<file path="src/rtl/adc_sample_uart_tx.sv">
// Buffers ADC sample bytes in a FIFO and serializes them as 8N1 UART frames.
// Optional build macro ADC_UART_ASCII_HEX_EN sends each sample as "HH\r\n" in ASCII hex.
module adc_sample_uart_tx #(
    parameter int CLKS_PER_BIT = 868,
    parameter int FIFO_DEPTH   = 16
) (
    input  logic                          i_clk_100MHz,
    input  logic                          i_reset_n,
    input  logic [7:0]                    i_sample,
    input  logic                          i_sample_valid,
    output logic                          o_uart_tx,
    output logic                          o_busy,
    output logic                          o_fifo_full,
    output logic [$clog2(FIFO_DEPTH):0]   o_fifo_count,
    output logic                          o_overflow
);

    localparam int PTR_W  = $clog2(FIFO_DEPTH);
    localparam int CNT_W  = PTR_W + 1;
    localparam int BAUD_W = $clog2(CLKS_PER_BIT);
    localparam logic [BAUD_W-1:0] BAUD_LAST = BAUD_W'(CLKS_PER_BIT - 1);

    typedef enum logic [1:0] {IDLE, START, DATA, STOP} state_t;

    state_t             state, state_nxt;
    logic [BAUD_W-1:0]  baud;
    logic               baud_last;
    logic [2:0]         bit_idx;
    logic [7:0]         shreg;
    logic [7:0]         mem [FIFO_DEPTH];
    logic [PTR_W-1:0]   wr_ptr, rd_ptr;
    logic [CNT_W-1:0]   count;
    logic               push, pop, load;
    logic [7:0]         load_byte;

`ifdef ADC_UART_ASCII_HEX_EN
    logic [1:0]         char_idx;
    logic [7:0]         sample_reg;

    function automatic logic [7:0] hex_char(input logic [3:0] n);
        return (n < 4'd10) ? (8'h30 + {4'h0, n}) : (8'h37 + {4'h0, n});
    endfunction

    function automatic logic [7:0] ascii_char(input logic [1:0] idx, input logic [7:0] s);
        case (idx)
            2'd0:    return hex_char(s[7:4]);
            2'd1:    return hex_char(s[3:0]);
            2'd2:    return 8'h0D;
            default: return 8'h0A;
        endcase
    endfunction
`endif

    assign o_fifo_full  = (count == CNT_W'(FIFO_DEPTH));
    assign o_fifo_count = count;
    assign o_busy       = (state != IDLE) || (count != '0);
    assign push         = i_sample_valid && !o_fifo_full;
    assign baud_last    = (baud == BAUD_LAST);

    always_comb begin
        pop       = 1'b0;
        load      = 1'b0;
        load_byte = mem[rd_ptr];
`ifdef ADC_UART_ASCII_HEX_EN
        // Only the first character of a sample consumes a FIFO entry.
        pop  = (state == IDLE) && (char_idx == 2'd0) && (count != '0);
        load = (state == IDLE) && ((char_idx != 2'd0) || (count != '0));
        if (char_idx != 2'd0)
            load_byte = ascii_char(char_idx, sample_reg);
        else
            load_byte = hex_char(mem[rd_ptr][7:4]);
`else
        pop  = (state == IDLE) && (count != '0);
        load = pop;
`endif
    end

    always_comb begin
        state_nxt = state;
        case (state)
            IDLE:  if (load) state_nxt = START;
            START: if (baud_last) state_nxt = DATA;
            DATA:  if (baud_last && bit_idx == 3'd7) state_nxt = STOP;
            STOP:  if (baud_last) state_nxt = IDLE;
            default: state_nxt = IDLE;
        endcase
    end

    always_ff @(posedge i_clk_100MHz or negedge i_reset_n) begin
        if (!i_reset_n) begin
            state      <= IDLE;
            baud       <= '0;
            bit_idx    <= '0;
            wr_ptr     <= '0;
            rd_ptr     <= '0;
            count      <= '0;
            o_overflow <= 1'b0;
            o_uart_tx  <= 1'b1;
        end else begin
            state <= state_nxt;
            if (state == IDLE || state_nxt != state || baud_last)
                baud <= '0;
            else
                baud <= baud + 1'b1;
            if (state != DATA)
                bit_idx <= '0;
            else if (baud_last)
                bit_idx <= bit_idx + 1'b1;
            if (push)
                wr_ptr <= wr_ptr + 1'b1;
            if (pop)
                rd_ptr <= rd_ptr + 1'b1;
            case ({push, pop})
                2'b10:   count <= count + 1'b1;
                2'b01:   count <= count - 1'b1;
                default: count <= count;
            endcase
            // Fullness is judged on the registered count, before any same-cycle pop.
            if (i_sample_valid && o_fifo_full)
                o_overflow <= 1'b1;
            case (state)
                START:   o_uart_tx <= 1'b0;
                DATA:    o_uart_tx <= shreg[0];
                default: o_uart_tx <= 1'b1;
            endcase
        end
    end

`ifdef ADC_UART_ASCII_HEX_EN
    always_ff @(posedge i_clk_100MHz or negedge i_reset_n) begin
        if (!i_reset_n)
            char_idx <= '0;
        else if (load)
            char_idx <= char_idx + 1'b1;
    end

    always_ff @(posedge i_clk_100MHz) begin
        if (pop)
            sample_reg <= mem[rd_ptr];
    end
`endif

    always_ff @(posedge i_clk_100MHz) begin
        if (push)
            mem[wr_ptr] <= i_sample;
        if (load)
            shreg <= load_byte;
        else if (state == DATA && baud_last)
            shreg <= {1'b0, shreg[7:1]};
    end

endmodule

</file>
<file path="config.mk">
export PLATFORM = sky130hd
export DESIGN_NAME = adc_sample_uart_tx
export DESIGN_NICKNAME = d
export VERILOG_FILES = /design/src/rtl/adc_sample_uart_tx.sv
export SDC_FILE = /design/constraint.sdc
export NUM_CORES = 1
export LEC_CHECK = 0
export CAP_MARGIN = 10
export CORE_AREA = 2 2 120 122
export DETAILED_ROUTE_END_ITERATION = 10
export DIE_AREA = 0 0 122 124
export GPL_TIMING_DRIVEN = 0
export PLACE_DENSITY = 0.67
export SLEW_MARGIN = 20
export SYNTH_ARGS = -nofsm -noshare
export SYNTH_HDL_FRONTEND = slang
export SYNTH_SLANG_ARGS = --single-unit
</file>
<file path="constraint.sdc">
create_clock -name i_clk_100MHz -period 5.1 [get_ports i_clk_100MHz]
set_input_delay 0.51 -clock i_clk_100MHz [delete_from_list [all_inputs] [get_ports i_clk_100MHz]]
set_output_delay 0.51 -clock i_clk_100MHz [all_outputs]
set_load 0.02 [all_outputs]
</file>
==> results.py, run 1 <==
metrics = {
    "timing": {
        "final_hold_viol_count": 0,
        "rsz0062_at_grt": "false",
        "fin_ws_ns": 2.32,
        "fin_crit_ns": 2.78,
        "skew_ns": 0.00683,
        "timing.hold.ws_ns": 0.122,
        "finalSetupViolCount": 0,
        "tightest_slew_ns": 0.940,
        "slew-limit-headroom": 0.371,
        "fin_crit_sh": 0.544,
        "fmax_mhz": 360,
        "slew_viol_final": 0,
        "fin_setup_tns_ns": 0,
    },
    "floorplanning": {
        "dieArea_mm2": 0.0151,
        "die_x_um": 122,
        "pin_count": 20,
        "die_h_um": 124,
        "fp-row-count": 43,
        "initial_core_util": 0.494,
        "fp.coreArea_mm2": 0.0137,
    },
    "power": {
        "combPwrFrac": 0.205,
        "power.internal_mw": 2.58,
        "p_seq_frac": 0.488,
        "switching_power_mw": 0.995,
        "switching_share": 0.278,
        "power_mw": 3.58,
        "power_leakage_nw": 2.65,
        "vdd_drop_max_uv": 268,
        "power_frac_clock": 0.307,
        "p_per_area_mw_per_mm2": 463,
    },
    "setup_path": {
        "slowest_stage": "or3_1",
        "cp_top_family": "compound AO/OA/AOI/OAI gates",
        "critPathLaunchType": "flop",
        "critPathCaptureType": "flop",
        "crit_arrival_ns": 3.13,
        "ff2ff_setup_slack_ns": 2.32,
        "crit_type": "flop to flop",
        "crit_fanout": 9,
        "cpPeakStageDelay_ns": 0.46,
        "worstPathRequired_ns": 5.45,
        "crit_top_cell": "ha_1",
        "crit_buf_inv": 2,
        "crit_chain": "or3_1 > o31a_1 > buf_2 > inv_1 > ha_1 > ha_1 > a21o_1 > a21oi_1 > mux2i_1 > xnor2_1",
    },
    "logic_synthesis": {
        "syn-num-nets": 405,
        "synth_top_area_share": 0.603,
        "yosysSeqAreaShare": 0.714,
        "yosysWarnings": 0,
        "syn_inst": 381,
        "synth_seq_cells": 166,
        "netlist_area_mm2": 0.00677,
        "synth.distinct_cells": 40,
        "synth_largest_area_cell": "edfxtp_1",
        "synth.avg_cell_area_um2": 17.8,
        "synthTopCellsByArea": "edfxtp_1, dfrtp_1, mux4_2",
    },
    "global_route": {
        "grt_max_degree": 31,
        "grt_pass1_wl_um": 19900,
        "grt_overflow": 0,
        "globalRouteTotalUtil": 0.187,
        "antenna_found_initial": 0,
        "grt_pass1_vias": 3526,
    },
    "routing": {
        "drt_first_pass_iters": 4,
        "drt_wl_total_um": 12500,
        "vias_per_cell": 5.44,
        "wl_per_cell_um": 20.3,
        "drtIter0Drc": 280,
        "drc": 0,
        "drtAntennaViolNets": 0,
        "via_count": 3348,
    },
    "final_layout": {
        "synthToLayoutAreaGrowth_pct": 14.1,
        "stdcell_count": 615,
        "final_design_area_no_fill_mm2": 0.00773,
        "final_core_util": 0.563,
        "diodes": 0,
        "nets": 447,
        "drive_above_1_share": 0.193,
    },
    "job": {
        "drv_cap": 0,
    },
    "placed_design": {
        "io_buffers": 19,
        "placedInstanceArea_mm2": 0.00723,
        "gp_congestion": 0.809,
        "dpl.cell_count": 584,
        "place_ws_ns": 2.22,
        "hpwl_um": 8230,
    },
    "clocking": {
        "clkTransAtPathRegs_ns": 0.06,
        "cts.path.max_buffers": 2,
        "cts_resized": 0,
        "clock-root-buffer": "clkbuf_16",
        "cts_buffers": 17,
        "cts_setup_buffers": 0,
        "cts_hold_buf": 0,
        "clkSinkCount": 166,
        "clkLatencyLatePin_ns": 0.43,
        "ctsHtreeMaxLevel": 4,
        "cts_tree": "done",
    },
    "outcome": {
        "outcome": "complete, no violations",
    },
    "hold_path": {
        "holdCritPathClass": "input port to async pin",
    },
}
## cells in the final DEF (no fill, tap or decap), types with 5 or more instances in the layout
| cell | count |
|---|---|
| inv_1 | 8 |
| xnor2_1 | 17 |
| buf_2 | 5 |
| dfrtp_1 | 29 |
| mux2i_1 | 18 |
| ha_1 | 12 |
| clkdlybuf4s50_1 | 18 |
| nand2_1 | 24 |
| clkbuf_16 | 17 |
| clkinv_2 | 6 |
| nor2_1 | 30 |
| o221ai_1 | 7 |
| edfxtp_1 | 136 |
| mux4_2 | 32 |
| buf_4 | 8 |
## sequential cells by signal (all words and copies together), names as in the netlist
signal and count:
bit_idx 3, baud 10, wr_ptr 4, o_uart_tx 1
state 2, o_fifo_count 5, o_overflow 1, rd_ptr 4
shreg 8, mem 128
## area by class of cell
cell class | count | area, um2
Multi-Input combinational cell | 190 | 1840
Timing Repair Buffer | 23 | 215
Fill cell | 1059 | 5990
Sequential cell | 166 | 4840
Clock inverter | 13 | 67.6
Buffer | 16 | 87.6
Tap cell | 180 | 225
Clock buffer | 18 | 429
Inverter | 9 | 33.8
## cells in the mapped netlist (all sizes together)
master  instances
edfxtp        136
mux4           32
nor2           30
dfrtp          29
nand2          25
mux2i          18
xnor2          17
buf            13
ha             12
inv             9
nor3            8
o221ai          7
a21oi           4
nand2b          4
nand3           4
a21o            3
clkbuf          3
nand4           3
o21ai           3
xor2            3
a211oi          2
and3            2
nor2b           2
nor4            2
o31a            2
or2             2
dfstp           1
fa              1
mux2            1
o31ai           1
or3             1
or3b            1
## power by group through the flow
| stage | clock [mW] | combinational, mW | sequential (mW) |
|---|---|---|---|
| global placement | 0 | 0.712 | 1.76 |
| CTS | 1.12 | 0.751 | 1.75 |
| detailed placement | 0 | 0.750 | 1.77 |
| floorplan | 0 | 0.494 | 1.77 |
| global route | 1.17 | 0.813 | 1.76 |
| finish | 1.10 | 0.734 | 1.74 |
## worst reg2reg max path, stage by stage (launching register included)
cell and delay [ns]:
dfrtp_1 0.43, or3_1 0.46, o31a_1 0.26, buf_2 0.17
inv_1 0.07, ha_1 0.28, ha_1 0.31, a21o_1 0.19
a21oi_1 0.17, mux2i_1 0.24, xnor2_1 0.13
## logic make-up (layout without fill, tap and decap cells)
group	after synthesis	in the layout	share of synthesized area
XOR/XNOR	20	20	0.0259
adder cells (fa/ha/maj)	13	13	0.0251
buffers and inverters	25	79	0.0179
multiplexers	51	51	0.135
AND/OR/NAND/NOR	84	84	0.0582
AO/OA/AOI/OAI	22	22	0.0242
flip-flops	166	166	0.714
## metal layers
metal	up-vias	global-route usage	share of wire
met5	-	0	0
met4	0	0.0776	0.014
met3	10	0.0444	0.049
met2	72	0.296	0.50
met1	1715	0.251	0.44
li1	1551	-	-
## path summary, 6_finish.rpt
kind                                             start                          end  depth (start not counted)
setup / recovery           o_fifo_count[1]$_DFFE_PN0P_  o_fifo_count[4]$_DFFE_PN0P_                         10
hold / removal                               i_reset_n  o_fifo_count[3]$_DFFE_PN0P_                          1
setup reg to reg           o_fifo_count[1]$_DFFE_PN0P_  o_fifo_count[4]$_DFFE_PN0P_                         10
hold reg to reg                 o_overflow$_DFFE_PN0P_       o_overflow$_DFFE_PN0P_                          1
max in group asynchronous                    i_reset_n            baud[8]$_DFF_PN0_                          1
min in group i_clk_100MHz       o_overflow$_DFFE_PN0P_       o_overflow$_DFFE_PN0P_                          1
Note: power is estimated with default switching activity, not from simulation.
==> run 2, diff against run 1 <==
==> constraint.sdc (replaced) <==
create_clock -name i_clk_100MHz -period 2.9 [get_ports i_clk_100MHz]
set_input_delay 0.29 -clock i_clk_100MHz [delete_from_list [all_inputs] [get_ports i_clk_100MHz]]
set_output_delay 0.29 -clock i_clk_100MHz [all_outputs]
set_load 0.02 [all_outputs]
==> results.py, run 2 (synthesized netlist as in run 1, its figures left out) <==
metrics = {
    "final_layout": {
        "largest_reg_flops": 128,
        "final_design_area_no_fill_mm2": 0.00774,
        "synthToLayoutAreaGrowth_pct": 14.3,
        "drive_above_1_share": 0.195,
        "diodes": 0,
        "top_regs": "mem (128), baud (10), shreg (8)",
        "num-fill-cells": 1058,
        "multi_input_area_mm2": 0.00184,
        "final_common_cell": "edfxtp_1",
        "largest-register": "mem",
        "nets": 448,
        "mostFrequentLayoutCells": "edfxtp_1, mux4_2, nor2_1, dfrtp_1, nand2_1",
        "regArea_mm2": 0.00484,
    },
    "power": {
        "power_frac_clock": 0.307,
        "p_per_area_mw_per_mm2": 813,
        "power_mw": 6.30,
        "switching_share": 0.279,
        "combPwrFrac": 0.205,
        "power.internal_mw": 4.54,
        "p_seq_frac": 0.487,
        "power_leakage_nw": 2.65,
        "switching_power_mw": 1.75,
        "vdd_drop_max_uv": 471,
    },
    "clocking": {
        "clock-root-buffer": "clkbuf_16",
        "clkSinkCount": 166,
        "cts_tree": "done",
        "clkLatencyLatePin_ns": 0.43,
        "clkTransAtPathRegs_ns": 0.06,
        "cts.path.max_buffers": 2,
        "cts_buffers": 17,
        "ctsHtreeMaxLevel": 4,
        "cts_setup_buffers": 0,
    },
    "job": {
        "drv_cap": 0,
    },
    "global_route": {
        "grt_pass1_vias": 3536,
        "use_met2": 0.296,
        "antenna_found_initial": 0,
        "grt_pass1_wl_um": 20000,
        "grt_busiest_layer": "met2",
        "grt_overflow": 0,
        "grt_max_degree": 31,
        "grt_util_met1": 0.251,
        "globalRouteTotalUtil": 0.187,
        "grt_use_met3": 0.0444,
    },
    "placed_design": {
        "placedInstanceArea_mm2": 0.00723,
        "gp_congestion": 0.809,
        "hpwl_um": 8230,
        "io_buffers": 19,
        "place_ws_ns": 0.159,
    },
    "timing": {
        "finalSetupViolCount": 0,
        "timing.hold.ws_ns": 0.444,
        "slew-limit-headroom": 0.366,
        "slew_viol_final": 0,
        "skew_ns": 0.00670,
        "fin_setup_tns_ns": 0,
        "fin_ws_ns": 0.185,
        "fmax_mhz": 368,
        "fin_crit_sh": 0.936,
        "fin_crit_ns": 2.72,
        "final_hold_viol_count": 0,
        "rsz0062_at_grt": "false",
        "tightest_slew_ns": 0.947,
    },
    "setup_path": {
        "cpPeakStageDelay_ns": 0.46,
        "crit_chain": "or3_1 > o31a_1 > buf_2 > inv_1 > ha_2 > ha_1 > a21o_1 > a21oi_1 > mux2i_1 > xnor2_1",
        "crit_type": "flop to flop",
        "slowest_stage": "or3_1",
        "critPathLaunchType": "flop",
        "critPathCaptureType": "flop",
        "worstPathRequired_ns": 3.25,
        "crit_fanout": 9,
        "crit_arrival_ns": 3.07,
    },
    "outcome": {
        "outcome": "complete, no violations",
    },
    "routing": {
        "drt_wl_total_um": 12600,
        "via_count": 3388,
        "drtIter0Drc": 296,
        "drc": 0,
        "drt_first_pass_iters": 5,
        "drtAntennaViolNets": 0,
        "vias_per_cell": 5.50,
        "wl_per_cell_um": 20.4,
    },
    "floorplanning": {
        "die_x_um": 122,
        "dieArea_mm2": 0.0151,
        "die_h_um": 124,
        "pin_count": 20,
        "fp.coreArea_mm2": 0.0137,
        "initial_core_util": 0.494,
        "fp-row-count": 43,
    },
    "hold_path": {
        "holdCritPathClass": "input port to async pin",
    },
}
run 2: cell count changes in the layout (fill, tap and decap cells not counted), sizes merged:
cell	change
dlygate4sd3	+1
run 2: metal layers:
| layer | part of all wire | up-vias |
|---|---|---|
| met3 | 0.050 | 11 |
| met4 | 0.011 | 0 |
| met5 | 0 | - |
| met2 | 0.50 | 80 |
| met1 | 0.44 | 1745 |
| li1 | - | 1552 |
run 2: per-stage QoR:
| step | std cells | util |
|---|---|---|
| after floorplan | 381 | - |
| final | 616 | 0.564 |
| after detailed placement | 584 | 0.527 |
| after CTS | 616 | 0.564 |
| after global placement | 580 | 0.524 |
| after global routing | 616 | 0.564 |
run 2: worst max-delay path, delay by kind of cell, from the launching register on:
| family | cells | cell delay (ns) |
|---|---|---|
| buffers and inverters | 2 | 0.25 |
| XOR/XNOR | 1 | 0.13 |
| AO/OA/AOI/OAI | 3 | 0.62 |
| AND/OR/NAND/NOR | 1 | 0.46 |
| adder cells (fa/ha/maj) | 2 | 0.52 |
| flip-flops | 1 | 0.43 |
| multiplexers | 1 | 0.24 |
run 2: path summary, 6_finish.rpt:
| path | startpoint | end | slack [ns] | cells after the start |
|---|---|---|---|---|
| min in group i_clk_100MHz | o_overflow$_DFFE_PN0P_ | o_overflow$_DFFE_PN0P_ | 0.46 | 1 |
| hold / removal | i_reset_n | o_fifo_count[3]$_DFFE_PN0P_ | 0.44 | 2 |
| hold reg to reg | o_overflow$_DFFE_PN0P_ | o_overflow$_DFFE_PN0P_ | 0.46 | 1 |
| setup reg to reg | o_fifo_count[1]$_DFFE_PN0P_ | o_fifo_count[4]$_DFFE_PN0P_ | 0.18 | 10 |
| max in group asynchronous | i_reset_n | baud[8]$_DFF_PN0_ | 2.00 | 2 |
| setup / recovery | o_fifo_count[1]$_DFFE_PN0P_ | o_fifo_count[4]$_DFFE_PN0P_ | 0.18 | 10 |
run 2: cell type report:
cell class,count,share of cell area
Sequential cell,166,0.625
Timing Repair Buffer,24,0.0291
Clock inverter,13,0.00873
Tap cell,180,0.0291
Inverter,9,0.00436
Clock buffer,18,0.0554
Multi-Input combinational cell,190,0.237
Buffer,16,0.0113
run 2: power groups by stage:
stage / logic (mW) / registers, mW / clock network [mW]
after global routing: 1.43 / 3.10 / 2.06
after floorplan: 0.868 / 3.12 / 0
after global placement: 1.25 / 3.10 / 0
after CTS: 1.32 / 3.07 / 1.96
final: 1.29 / 3.07 / 1.93
after detailed placement: 1.32 / 3.12 / 0
run 2: what timing repair did:
| item | CTS | global route |
|---|---|---|
| setup endpoints to repair | 0 | 1 |
| hold buffers | 1 | 0 |
| hold endpoints to repair | 29 | 0 |
| gates resized for setup | 0 | 1 |
